## src/rtl/seq_pattern_gen.sv

```systemverilog
// Serial pattern transmitter: shifts a latched pattern out MSB-first, one bit
// per clock, for rep_cnt repetitions (0 = continuous), with GAP_CYC idle cycles
// between repetitions. All outputs are registered.
// Optional build macro SEQ_GEN_PARITY_EN appends an even-parity bit after
// every repetition.
module seq_pattern_gen #(
    parameter int unsigned MAX_W   = 8,
    parameter int unsigned LEN_W   = 4,
    parameter int unsigned CNT_W   = 8,
    parameter int unsigned GAP_CYC = 0
) (
    input  logic             clk,
    input  logic             rst,
    input  logic             start,
    input  logic             abort,
    input  logic [MAX_W-1:0] pattern,
    input  logic [LEN_W-1:0] pat_len,
    input  logic [CNT_W-1:0] rep_cnt,
    output logic             dout,
    output logic             dout_vld,
    output logic             busy,
    output logic             done,
    output logic             err
);

    localparam int unsigned      GapW    = (GAP_CYC < 2) ? 1 : $clog2(GAP_CYC);
    localparam logic [LEN_W-1:0] MaxLen  = LEN_W'(MAX_W);
    localparam logic [GapW-1:0]  GapLoad = GapW'((GAP_CYC == 0) ? 0 : GAP_CYC - 1);

    typedef enum logic [1:0] {StIdle, StShift, StGap} state_e;

    state_e             state_q;
    logic [MAX_W-1:0]   shadow_q;
    logic [LEN_W-1:0]   len_q;
    logic [LEN_W-1:0]   idx_q;
    logic [CNT_W-1:0]   rep_q;
    logic               cont_q;
    logic [GapW-1:0]    gap_q;

    logic               len_ok;
    logic               more_reps;
    logic [MAX_W-1:0]   load_bits;

    // Select one bit of a pattern vector by a LEN_W-wide index.
    function automatic logic pick(input logic [MAX_W-1:0] v, input logic [LEN_W-1:0] i);
        return |(v & (MAX_W'(1) << i));
    endfunction

    assign len_ok    = (pat_len != '0) && (pat_len <= MaxLen);
    // rep_q holds the repetitions still owed including the one now ending.
    assign more_reps = cont_q || (rep_q > CNT_W'(1));

`ifdef SEQ_GEN_PARITY_EN
    logic               par_q;
    logic [MAX_W-1:0]   len_mask;

    // Mask bits above pat_len so the parity reduction covers only sent bits.
    always_comb begin
        len_mask = '0;
        for (int i = 0; i < int'(MAX_W); i++) begin
            len_mask[i] = (i < int'(pat_len));
        end
    end

    assign load_bits = pattern & len_mask;
`else
    assign load_bits = pattern;
`endif

    // Control FSM with registered outputs; dout always shows the bit at idx_q.
    always_ff @(posedge clk or negedge rst) begin
        if (!rst) begin
            state_q  <= StIdle;
            shadow_q <= '0;
            len_q    <= '0;
            idx_q    <= '0;
            rep_q    <= '0;
            cont_q   <= 1'b0;
            gap_q    <= '0;
            dout     <= 1'b0;
            dout_vld <= 1'b0;
            busy     <= 1'b0;
            done     <= 1'b0;
            err      <= 1'b0;
`ifdef SEQ_GEN_PARITY_EN
            par_q    <= 1'b0;
`endif
        end else begin
            done <= 1'b0;
            err  <= 1'b0;
            unique case (state_q)
                StIdle: begin
                    // abort in the same cycle suppresses start entirely
                    if (start && !abort) begin
                        if (len_ok) begin
                            shadow_q <= load_bits;
                            len_q    <= pat_len;
                            rep_q    <= rep_cnt;
                            cont_q   <= (rep_cnt == '0);
                            idx_q    <= pat_len - 1'b1;
                            dout     <= pick(pattern, pat_len - 1'b1);
                            dout_vld <= 1'b1;
                            busy     <= 1'b1;
                            state_q  <= StShift;
                        end else begin
                            err <= 1'b1;
                        end
                    end
                end
                StShift: begin
                    if (abort) begin
                        state_q  <= StIdle;
                        dout     <= 1'b0;
                        dout_vld <= 1'b0;
                        busy     <= 1'b0;
`ifdef SEQ_GEN_PARITY_EN
                        par_q    <= 1'b0;
`endif
                    end else if (idx_q != '0) begin
                        idx_q <= idx_q - 1'b1;
                        dout  <= pick(shadow_q, idx_q - 1'b1);
                    end
`ifdef SEQ_GEN_PARITY_EN
                    else if (!par_q) begin
                        par_q <= 1'b1;
                        dout  <= ^shadow_q;
                    end
`endif
                    else begin
`ifdef SEQ_GEN_PARITY_EN
                        par_q <= 1'b0;
`endif
                        if (!cont_q && (rep_q != '0)) begin
                            rep_q <= rep_q - 1'b1;
                        end
                        if (more_reps) begin
                            if (GAP_CYC > 0) begin
                                state_q  <= StGap;
                                gap_q    <= GapLoad;
                                dout     <= 1'b0;
                                dout_vld <= 1'b0;
                            end else begin
                                idx_q <= len_q - 1'b1;
                                dout  <= pick(shadow_q, len_q - 1'b1);
                            end
                        end else begin
                            state_q  <= StIdle;
                            dout     <= 1'b0;
                            dout_vld <= 1'b0;
                            busy     <= 1'b0;
                            done     <= 1'b1;
                        end
                    end
                end
                StGap: begin
                    if (abort) begin
                        state_q  <= StIdle;
                        busy     <= 1'b0;
                    end else if (gap_q == '0) begin
                        state_q  <= StShift;
                        idx_q    <= len_q - 1'b1;
                        dout     <= pick(shadow_q, len_q - 1'b1);
                        dout_vld <= 1'b1;
                    end else begin
                        gap_q <= gap_q - 1'b1;
                    end
                end
                default: begin
                    state_q <= StIdle;
                end
            endcase
        end
    end

endmodule

```

## config.mk

```make
export PLATFORM = sky130hd
export DESIGN_NAME = seq_pattern_gen
export DESIGN_NICKNAME = d
export VERILOG_FILES = /design/src/rtl/seq_pattern_gen.sv
export SDC_FILE = /design/constraint.sdc
export NUM_CORES = 1
export LEC_CHECK = 0
export CAP_MARGIN = 20
export CORE_MARGIN = 4
export CORE_UTILIZATION = 35
export DETAILED_ROUTE_END_ITERATION = 8
export SLEW_MARGIN = 20
export SYNTH_ARGS = -nofsm -noshare
export SYNTH_HDL_FRONTEND = slang
export SYNTH_SLANG_ARGS = --single-unit
```

## constraint.sdc

```tcl
create_clock -name clk -period 2.3 [get_ports clk]
set_input_delay 0.23 -clock clk [delete_from_list [all_inputs] [get_ports clk]]
set_output_delay 0.23 -clock clk [all_outputs]
set_load 0.1 [all_outputs]
```

Word level (Yosys, flattened, before mapping)
Cells that the tools add are included.
{"block": "totals", "regBits": 33, "latchBits": 0, "mem_bits_rw": 0, "rom_bits": 0, "input_bits": 24, "output_inout_bits": 5, "n_memories": 0}
{"block": "op_classes", "addsub": 5, "n_mul": 0, "n_div": 0, "n_lt_le_gt_ge": 2, "eq_ne": 14, "shifts": 3, "muxes": 48, "bitwise": 4, "reduce_logical": 24}
{"cell": "$mux W8", "n": 5}
{"cell": "$mux W4", "n": 7}
{"cell": "$and A8 B8 Y8", "n": 3}
{"cell": "$reduce_or A8 Y1", "n": 3}
{"cell": "$shl A1 B4 Y8 const A", "n": 3}
{"cell": "$mux W1", "n": 23}
{"cell": "$ne A2 B2 Y1 const B", "n": 8}
{"cell": "$pmux W8 S2", "n": 1}
{"cell": "$mux W2", "n": 7}
{"cell": "$reduce_and A7 Y1", "n": 2}
{"cell": "$ne A3 B3 Y1 const B", "n": 4}
{"cell": "$pmux W4 S3", "n": 1}
{"cell": "$reduce_and A6 Y1", "n": 2}
{"cell": "$sub A4 B1 Y4 const B", "n": 3}
{"cell": "$reduce_and A5 Y1", "n": 2}
{"cell": "$pmux W1 S3", "n": 3}
{"cell": "$gt A8 B1 Y1 const B", "n": 1}
{"cell": "$logic_not A8 Y1", "n": 1}
{"cell": "$reduce_bool A4 Y1", "n": 2}
{"cell": "$reduce_bool A8 Y1", "n": 1}
{"cell": "$sub A8 B1 Y8 const B", "n": 1}
{"cell": "$pmux W2 S3", "n": 1}
{"cell": "$le A4 B4 Y1 const B", "n": 1}
{"cell": "$logic_and A1 B1 Y1", "n": 3}
{"cell": "11 further kinds", "n": 12}

Depth between registers and ports, before layout
{"block": "depth", "word_depth": 8, "mapped_depth": 8}

Worst setup path after synthesis
OpenSTA, ideal clock, no wires.
{"block": "synth_path", "kind": "register -> register", "from": "register idx_q[0]", "to": "register rep_q[4]", "setup_ns": 0.126, "arrival_ns": 2.084, "setup_slack_ns": 0.091, "path_stages_with_launch": 9, "path_buffers": 1, "path_cell_list": "dfrtp_1 > inv_1 > ha_1 > or3b_1 > clkbuf_2 > or3_4 > a2bb2oi_1 > o21ai_0 > a21oi_1"}
{"block": "synth_between", "elab_chain_cells": 3}
{"element": "from (decl)", "line": "35", "rtl": "logic [LEN_W-1:0] idx_q;"}
{"element": "from (signal assigned)", "line": "100", "rtl": "idx_q <= pat_len - 1'b1;"}
{"element": "from (signal assigned)", "line": "120", "rtl": "idx_q <= idx_q - 1'b1;"}
{"element": "from (signal assigned)", "line": "143", "rtl": "idx_q <= len_q - 1'b1;"}
{"element": "$reduce_bool A4 Y1", "line": "119", "rtl": "end else if (idx_q != '0) begin"}
{"element": "$ne A2 B2 Y1 (no source line)"}
{"element": "$reduce_and A6 Y1 (no source line)"}
{"element": "to (signal assigned)", "line": "98", "rtl": "rep_q <= rep_cnt;"}
{"element": "to (signal assigned)", "line": "134", "rtl": "rep_q <= rep_q - 1'b1;"}
{"element": "to (decl)", "line": "36", "rtl": "logic [CNT_W-1:0] rep_q;"}
No other way between the ends.
A chain may end at the register's enable or synchronous reset.

Final worst setup path
{"block": "layout_path", "from": "register idx_q[1]", "to": "register rep_q[6]"}
The elaborated chain is that of the path after synthesis.

==> reports/metrics.cfg <==
[drt]
drt-initial-drc-count = 139
firstDrtPassIters = 4
num_vias = 1698
ant_nets = 0
routed_wl_microns = 4910
drc_errors = 0
wl_per_cell_microns = 15.5
drt-vias-per-instance = 5.36

[setup_path]
critPathMaxFanout = 10
cp-end-kind = register
critPathKind = register to register
cp.required_ns = 2.51
cp-start-kind = register
cp.arrival_ns = 2.34

[min_path]
min_path_type = input pin to asynchronous set/reset pin

[pwr]
pwr-share-comb_pct = 46.3
p_sw_share_pct = 41.4
p_leak_nw = 1.07
p_int_mw = 1.38
vdd_drop_max_uv = 478
p_clk_share_pct = 16.5
power_frac_seq_pct = 37.2
p_sw_mw = 0.975
p_per_area_nw_per_um2 = 946

[timing]
clock.fmax_ghz = 0.469
final.setup_skew_ns = 0.00639
post-route-period-util_pct = 92.7
setup_violations = 0
worst_slew_pin_slew_ns = 0.657
slew_headroom_pct = 56.1
finalSetupTns_ns = 0
finalHoldViolCount = 0
final.min_clock_period_ns = 2.13
slew_violations = 0
rsz0062_at_grt = no

[global_routing]
grt_pass1_vias = 1679
grt_start_max_net_pins = 30
grt_pass1_wl_microns = 8280
antenna_found_initial = 0
grt_overflow = 0
track_usage_pct = 14.6

[synth]
synth_top_area_share_pct = 37.0
yosysSeqAreaShare_pct = 37.0
async_flop_share_pct = 100
synth.mux.area_fraction_pct = 6.25
synth-compound-area-share_pct = 21.2
ys_types = 45
ys_warn_count = 0
synth_area_per_cell_sq_um = 9.52
synth_xor_area_share_pct = 3.13
yosys.area_share.simple_pct = 16.8
synth.largest_area_cell = dfrtp_1
synth_adder_area_share_pct = 11.5
yosys-top-cells-area = dfrtp_1 37%, ha_1 11%, mux2_2 5.7%
syn_inst = 206
ys.flop_type = dfrtp_1
synth_area_sq_um = 1960
syn-num-nets = 248
synth_top_family_by_area = compound AO/OA/AOI/OAI gates
synth_enable_flop_cells = 0
ys_seq_elements = 29

[final_layout]
fillers = 529
seq_area_sq_um = 726
area_growth_pct = 27.0
final_common_cell = dfrtp_1
final_area_sq_um = 2490
drive_gt1_share_pct = 16.2
utilization_pct = 47.3
nets = 290
diodes = 0
mostFrequentLayoutCells = 29 x dfrtp_1, 23 x clkdlybuf4s50_1, 18 x ha_1
multi_input_area_sq_um = 1160

[clock_tree]
cts_buffer_depth = 2
root_buffer = clkbuf_8
cts_tree = done
clk_latency_ns = 0.28
clk_pin_slew_ns = 0.06
cts_made_buffers = 5
cts_sinks = 29
cts_setup_buffers = 0
cts-hold-fix-buffers = 0
cts_resized = 0
cts_max_level = 2

[floorplanning]
io_pins = 29
die_h_microns = 82.9
row_count = 26
start_util_pct = 37.2
core_area_sq_um = 5270
dieArea_sq_um = 6870
die_w_microns = 82.9

[outcome]
status = finished clean

[placement]
place.gp.congestion = 0.798
hpwl_microns = 3870
io_buffers = 28
dpl_cell_area_sq_um = 2410

[flow_run]
max_cap_viol_count = 0

==> cell type report <==
| type | instances | area share (%) |
|---|---|---|
| Multi-Input combinational cell | 158 | 46.8 |
| Clock buffer | 5 | 2.76 |
| Tap cell | 70 | 3.52 |
| Clock inverter | 1 | 0.201 |
| Inverter | 13 | 1.96 |
| Timing Repair Buffer | 41 | 15.7 |
| Sequential cell | 29 | 29.1 |
==> metrics by stage <==
| stage | power, mW | setup WS [ns] | instances | hold WS, ns |
|---|---|---|---|---|
| floorplan | 1.61 | 0.0910 | 206 | -0.0656 |
| global placement | 1.94 | 0.0864 | 311 | 0.521 |
| detailed placement | 1.96 | 0.0429 | 311 | 0.538 |
| CTS | 2.36 | 0.150 | 317 | 0.350 |
| global route | 2.54 | 0.0370 | 317 | 0.392 |
| finish | 2.36 | 0.169 | 317 | 0.333 |
==> logic make-up after synthesis <==
logic type | Yosys count
and+or+nand+nor | 63
AOI/OAI and AO/OA | 59
DFF | 29
buffers and inverters | 19
adders and majority gates | 18
muxes | 11
xor gates and xnor gates | 7
==> per-layer routing <==
metal | wire, microns | share of wire, % | track usage (%)
met5 | 0 | 0 | 0
met4 | 63 | 1.3 | 4.75
met3 | 234 | 4.8 | 3.76
met2 | 2240 | 46 | 21.7
met1 | 2380 | 48 | 20.6
==> Yosys cell counts, drive strengths merged, types with 2 or more instances <==
cell / number
nand4b: 2
clkbuf: 2
nor2: 13
nand3: 4
nand2b: 2
nand2: 16
buf: 4
dfrtp: 29
o22ai: 7
nor4: 3
a22o: 6
nand3b: 2
a21oi: 9
nor3b: 4
a221o: 2
mux2: 10
a22oi: 7
a31oi: 5
a32oi: 2
ha: 18
o21bai: 5
inv: 13
o21ai: 10
nor3: 9
xor2: 6
==> state kept, by name, summed over array words and instances (netlist names) <==
signal / cells
idx_q: 4
len_q: 4
rep_q: 8
dout_vld: 1
err: 1
done: 1
shadow_q: 8
dout: 1
cont_q: 1
==> power groups by stage <==
stage / logic (mW) / clock network (mW) / registers (mW)
2_1_floorplan: 0.698 / 0 / 0.911
3_3_place_gp: 1.07 / 0 / 0.875
3_5_place_dp: 1.08 / 0 / 0.880
4_1_cts: 1.09 / 0.395 / 0.872
5_1_grt: 1.21 / 0.421 / 0.910
6_report: 1.09 / 0.389 / 0.877
==> worst paths after layout <==
path	from	end	slack (ns)	cells after the start
max reg2reg	idx_q[1]	rep_q[6]	0.17	7
max in group asynchronous	rst	idx_q[3]	1.68	2
min	rst	shadow_q[6]	0.33	2
min reg2reg	shadow_q[7]	shadow_q[7]	0.55	1
min in group clk	shadow_q[7]	shadow_q[7]	0.55	1
max	idx_q[1]	rep_q[6]	0.17	7
==> critical path, cell delays in order (launching register included) <==
cell	delay, ns
dfrtp_1	0.37
inv_1	0.12
ha_1	0.20
or3b_1	0.40
or3_4	0.41
o22ai_4	0.28
o22ai_1	0.15
a21oi_1	0.13
(Power assumes the default switching activity.)
